File: config.mk
export PLATFORM = sky130hd
export DESIGN_NAME = eqcmp_floprc
export DESIGN_NICKNAME = d
export VERILOG_FILES = /design/src/rtl/eqcmp_floprc.sv
export SDC_FILE = /design/constraint.sdc
export NUM_CORES = 1
export LEC_CHECK = 0
export BUFFER_PORTS_ARGS = -buffer_cell sky130_fd_sc_hd__buf_2
export CORE_MARGIN = 1
export CORE_UTILIZATION = 38
export DETAILED_ROUTE_END_ITERATION = 16
export PLACE_DENSITY_LB_ADDON = 0.1
export REMOVE_ABC_BUFFERS = 1
export SLEW_MARGIN = 20
export SYNTH_ARGS = -nofsm -noshare
export SYNTH_HDL_FRONTEND = slang
export SYNTH_SLANG_ARGS = --single-unit
File: constraint.sdc
create_clock -name clk -period 1.95 [get_ports clk]
set_input_delay 0.39 -clock clk [delete_from_list [all_inputs] [get_ports clk]]
set_output_delay 0.39 -clock clk [all_outputs]
set_load 0.01 [all_outputs]
File: src/rtl/eqcmp_floprc.sv
// Decode-stage branch equality comparator with forwarding, plus the clearable D->E register bank.
// Define EQCMP_NE_EN to add the notequal_d output for bne.
module eqcmp_floprc #(
   parameter int WIDTH = 32,
   parameter int REGW  = 5,
   parameter int CTRLW = 8
) (
   input  logic             clk,
   input  logic             reset,
   input  logic             clear,
   input  logic [WIDTH-1:0] srca_d,
   input  logic [WIDTH-1:0] srcb_d,
   input  logic [WIDTH-1:0] aluout_m,
   input  logic             forwarda_d,
   input  logic             forwardb_d,
   output logic             equal_d,
`ifdef EQCMP_NE_EN
   output logic             notequal_d,
`endif
   input  logic [WIDTH-1:0] signimm_d,
   input  logic [REGW-1:0]  rs_d,
   input  logic [REGW-1:0]  rt_d,
   input  logic [REGW-1:0]  rd_d,
   input  logic [CTRLW-1:0] ctrl_d,
   output logic [WIDTH-1:0] srca_e,
   output logic [WIDTH-1:0] srcb_e,
   output logic [WIDTH-1:0] signimm_e,
   output logic [REGW-1:0]  rs_e,
   output logic [REGW-1:0]  rt_e,
   output logic [REGW-1:0]  rd_e,
   output logic [CTRLW-1:0] ctrl_e
);

   logic [WIDTH-1:0] opa;
   logic [WIDTH-1:0] opb;

   assign opa     = forwarda_d ? aluout_m : srca_d;
   assign opb     = forwardb_d ? aluout_m : srcb_d;
   assign equal_d = (opa == opb);

`ifdef EQCMP_NE_EN
   assign notequal_d = ~equal_d;
`endif

   logic [WIDTH-1:0] srca_q;
   logic [WIDTH-1:0] srcb_q;
   logic [WIDTH-1:0] signimm_q;
   logic [REGW-1:0]  rs_q;
   logic [REGW-1:0]  rt_q;
   logic [REGW-1:0]  rd_q;
   logic [CTRLW-1:0] ctrl_q;

   // Raw operands are registered; Execute does its own forwarding.
   always_ff @(posedge clk) begin
      if (reset || clear) begin
         srca_q    <= '0;
         srcb_q    <= '0;
         signimm_q <= '0;
         rs_q      <= '0;
         rt_q      <= '0;
         rd_q      <= '0;
         ctrl_q    <= '0;
      end else begin
         srca_q    <= srca_d;
         srcb_q    <= srcb_d;
         signimm_q <= signimm_d;
         rs_q      <= rs_d;
         rt_q      <= rt_d;
         rd_q      <= rd_d;
         ctrl_q    <= ctrl_d;
      end
   end

   assign srca_e    = srca_q;
   assign srcb_e    = srcb_q;
   assign signimm_e = signimm_q;
   assign rs_e      = rs_q;
   assign rt_e      = rt_q;
   assign rd_e      = rd_q;
   assign ctrl_e    = ctrl_q;

endmodule

==> Word-level counts from Yosys, hierarchy flattened <==
Index checks and enable logic that the tools add are counted.
{ "word_totals": {"register_bits": 119, "inputBits": 156} }
{ "classes": {"eq_ne": 1, "mux": 2, "reduce_logical": 1} }
{ "ops": {"columns": ["cell", "n"], "rows": [
  ["2-to-1 mux 32 bit", 2],
  ["== test 32 bit", 1],
  ["logical OR 1 bit", 1]
]} }

==> Longest topological paths before layout <==
{ "depth": {"ltp_word": 2, "ltp_mapped": 8} }

==> Worst setup path before layout <==
OpenSTA, ideal clock, no wires.
{ "synth_path": {"path_type": "input to output", "startpoint": "input forwarda_d", "endpoint": "output equal_d", "t_arrival_ns": 1.786, "t_required_ns": 1.560, "setup_slack_ns": -0.226, "path_stages": 8, "n_path_buf": 2, "path_cell_list": "buf_6 buf_12 mux2i_1 xor2_1 nand4_1 nor4_1 a31oi_1 a211oi_1"} }
{ "synth_between": {"elab_chain_len": 2} }
{ "synth_rtl": {"columns": ["element", "line_no", "rtl"], "rows": [
  ["start: declaration", "14", "input logic forwarda_d,"],
  ["2-to-1 mux 32 bit", "37", "assign opa = forwarda_d ? aluout_m : srca_d;"],
  ["== test 32 bit", "39", "assign equal_d = (opa == opb);"],
  ["end: declaration", "16", "output logic equal_d,"]
]} }
Every way passes these cells.

==> Worst setup path after layout <==
Same ends and word-level chain as after synthesis.

==> results.sh <==
export IMPL_status="finished with violations"
export IMPL_failing_checks="setup timing"
export IMPL_clock_sinks=119
export IMPL_peak_supply_drop_uv=649
export IMPL_postRouteAntennaNets=0
export IMPL_timing_slew_headroom_pct=65.8
export IMPL_cts_buffer_depth=2
export IMPL_detailed_placement_hpwl_um=9560
export IMPL_setup_viol_count_final=1
export IMPL_most_used_cell_along_the_critical_path="sky130_fd_sc_hd__buf_12"
export IMPL_route_met3_wl_um=1090
export IMPL_synth_warnings=0
export IMPL_instances_no_fill=860
export IMPL_final_routed_drc_violation_total=0
export IMPL_io_pins=276
export IMPL_post_synth_edffs=0
export IMPL_path_class="in2out"
export IMPL_timing_final_hold_violations=0
export IMPL_gr_total_overflow=0
export IMPL_worstPathMaxFanout=7
export IMPL_die_height_um=109
export IMPL_io_buffer_count=275
export IMPL_source_of_the_worst_hold_timing_path="rs_d[0]"
export IMPL_highest_routed_metal_layer="met4"
export IMPL_netlist_area_leader_share_pct=55.0
export IMPL_coreArea_um2=11000
export IMPL_routedWlPerCell_um=14.5
export IMPL_tritoncts="yes"
export IMPL_placed_cells=825
export IMPL_postSynth_asyncResetShare_pct=0
export IMPL_number_of_buffers_and_inverters_on_the_critical_path=3
export IMPL_timing_fmax_mhz=438
export IMPL_tritoncts_buffers=17
export IMPL_slew_at_the_pin_with_the_worst_max_slew_slack_ps=512
export IMPL_rsz0062_at_grt="yes"
export IMPL_cap_viol_max_count=0
export IMPL_worst_path_top_cell_family_by_delay="compound AO/OA/AOI/OAI gates"
export IMPL_drt_vias_per_instance=4.43
export IMPL_crit_path_cell_trace="buf_12 -> buf_12 -> mux2i_4 -> xor2_1 -> o211ai_1 -> nor4_2 -> a31oi_1 -> a211oi_2 -> buf_2"
export IMPL_clk_root_buffer_cell="sky130_fd_sc_hd__clkbuf_16"
export IMPL_power_total_mw=6.91
export IMPL_postSynthRegisterBits=119
export IMPL_final_critical_path_setup_slack_ps=-335
export IMPL_hold_path_endpoint="rs_e[0]"
export IMPL_grt_pass1_wl_um=18600
export IMPL_synthesis_area_per_instance_um2=11.1
export IMPL_critPathArrivalTime_ps=1900
export IMPL_leakage_nw=3.54
export IMPL_mappedNetlistArea_um2=4330
export IMPL_gp_congestion=0.784
export IMPL_clkSlewWorstSetupHoldPaths_ps=50
export IMPL_die_area_um2=11800
export IMPL_floorplan_die_width_um=109
export IMPL_timing_final_crit_share_pct=117
export IMPL_crit_path_end_kind="output port"
export IMPL_grt_use_total_pct=21.4
export IMPL_detailroute_wirelength_met2_um=6260
export IMPL_worst_hold_path_type="in2reg"
export IMPL_timing_critical_path_slowest_cell_delay_ps=310
export IMPL_yosysUniqueCellTypes=26
export IMPL_dr_pass1_iters=4
export IMPL_worstSetupStartpointType="input port"
export IMPL_cp_required_ps=1560
export IMPL_routed_wl_um=12400
export IMPL_row_count=38
export IMPL_design_final_nets=862
export IMPL_synth_largest_area_cell="sky130_fd_sc_hd__dfxtp_1"
export IMPL_synth_area_leaders="sky130_fd_sc_hd__dfxtp_1 55%, sky130_fd_sc_hd__and2_1 17%, sky130_fd_sc_hd__xor2_1 9.9%, sky130_fd_sc_hd__xnor2_1 5.5%, sky130_fd_sc_hd__mux2i_1 4.6%"
export IMPL_syn_to_final_growth_pct=60.0
export IMPL_share_of_cells_above_drive_strength_1_pct=49.4
export IMPL_number_of_global_route_vias_before_repair=3742
export IMPL_netlist_instances=392
export IMPL_initial_drc_count=111
export IMPL_pwr_density_cell_nw_per_um2=997
export IMPL_synth_top_flop_cell="sky130_fd_sc_hd__dfxtp_1"
export IMPL_min_delay_path_depth=2
export IMPL_wl_met1_um=4770
export IMPL_critical_path_slowest_cell="sky130_fd_sc_hd__nor4_2"
export IMPL_period_minus_ws_final_ps=2290
export IMPL_grt_start_max_net_pins=57
export IMPL_ctsHtreeMaxLevel=4
export IMPL_initial_core_util_pct=39.5
export IMPL_yosysSeqAreaShare_pct=55.0
export IMPL_final_max_slew_violation_count=0
export IMPL_grt_antenna_before_repair=1
export IMPL_vias=3810
[area by class of cell]
class / count / area (um2)
clock buffers: 21 / 460
clock inverters: 11 / 219
repair buffers: 312 / 1740
fillers: 926 / 4050
flip-flops and latches: 119 / 2380
inverters: 1 / 3.75
multi-input cells: 255 / 1950
diodes: 1 / 2.50
well taps: 140 / 175
[power breakdown]
part           internal, mW  switching [mW]  leakage, nW
sequential             2.53          0.0205        0.978
combinational         0.414           0.379         2.23
clock                  2.47            1.10        0.328
[cells by family (layout without fill, tap and decap cells)]
logic type | Yosys count | after routing | synth area share (%)
XOR/XNOR | 76 | 76 | 15.4
multiplexers | 20 | 20 | 4.62
AO/OA/AOI/OAI | 14 | 14 | 2.34
AND/OR/NAND/NOR | 145 | 145 | 20.6
buffers and inverters | 18 | 345 | 2.17
flip-flops | 119 | 119 | 55.0
other | 0 | 1 | 0
[metrics by stage]
stage	setup TNS (ps)	util [%]	hold WS, ps	worst slack (ps)	cell area, um2
after floorplan	-131300	-	512	-1100	4240
after global placement	-565	55.7	589	-565	6120
after detailed placement	-566	55.7	593	-566	6120
after CTS	-343	63.0	159	-343	6920
after global routing	-440	63.1	157	-440	6940
final	-335	63.1	172	-335	6940
[synthesized netlist by cell type, drive strengths merged, types with 2 or more instances]
master	number
and2	119
dfxtp	119
xor2	49
xnor2	27
mux2i	20
clkbuf	13
nor4	9
nand4	8
a31oi	4
buf	4
nor2	3
nor3	3
nand2	2
o21ai	2
[per-layer routing]
metal  GRT usage (%)  vias to the layer above
li1                -                     1895
met1            22.2                     1710
met2            37.2                      177
met3            8.43                       28
met4            11.4                        0
met5               0                        -
[cell usage in the layout (no fill, tap or decap), types with 6 or more instances in the layout]
cell,n
sky130_fd_sc_hd__and2_1,119
sky130_fd_sc_hd__buf_2,274
sky130_fd_sc_hd__buf_4,32
sky130_fd_sc_hd__bufinv_16,6
sky130_fd_sc_hd__clkbuf_16,17
sky130_fd_sc_hd__dfxtp_1,119
sky130_fd_sc_hd__mux2i_1,19
sky130_fd_sc_hd__nand4_1,8
sky130_fd_sc_hd__xnor2_1,24
sky130_fd_sc_hd__xor2_1,49
[flip-flops by register name (all words and copies together), names as in the netlist]
name,flops
ctrl_e,8
rd_e,5
rs_e,5
rt_e,5
signimm_e,32
srca_e,32
srcb_e,32
[worst max-delay path by stage]
stage	start	end	cells past startpoint
after global placement	srca_d[18]	equal_d	10
final	forwarda_d	equal_d	9
after global routing	forwarda_d	equal_d	9
after detailed placement	srca_d[18]	equal_d	10
after CTS	forwarda_d	equal_d	9
after floorplan	reset	ctrl_e[0]	2
[repair_timing]
action	in CTS	in global routing
hold endpoints to repair	0	0
hold buffers	0	0
resized for setup	17	2
buffers inserted	3	0
endpoints found under the setup margin	1	1
pin swaps	12	3
cloned	1	0
Power figures use the tool's default switching activity.
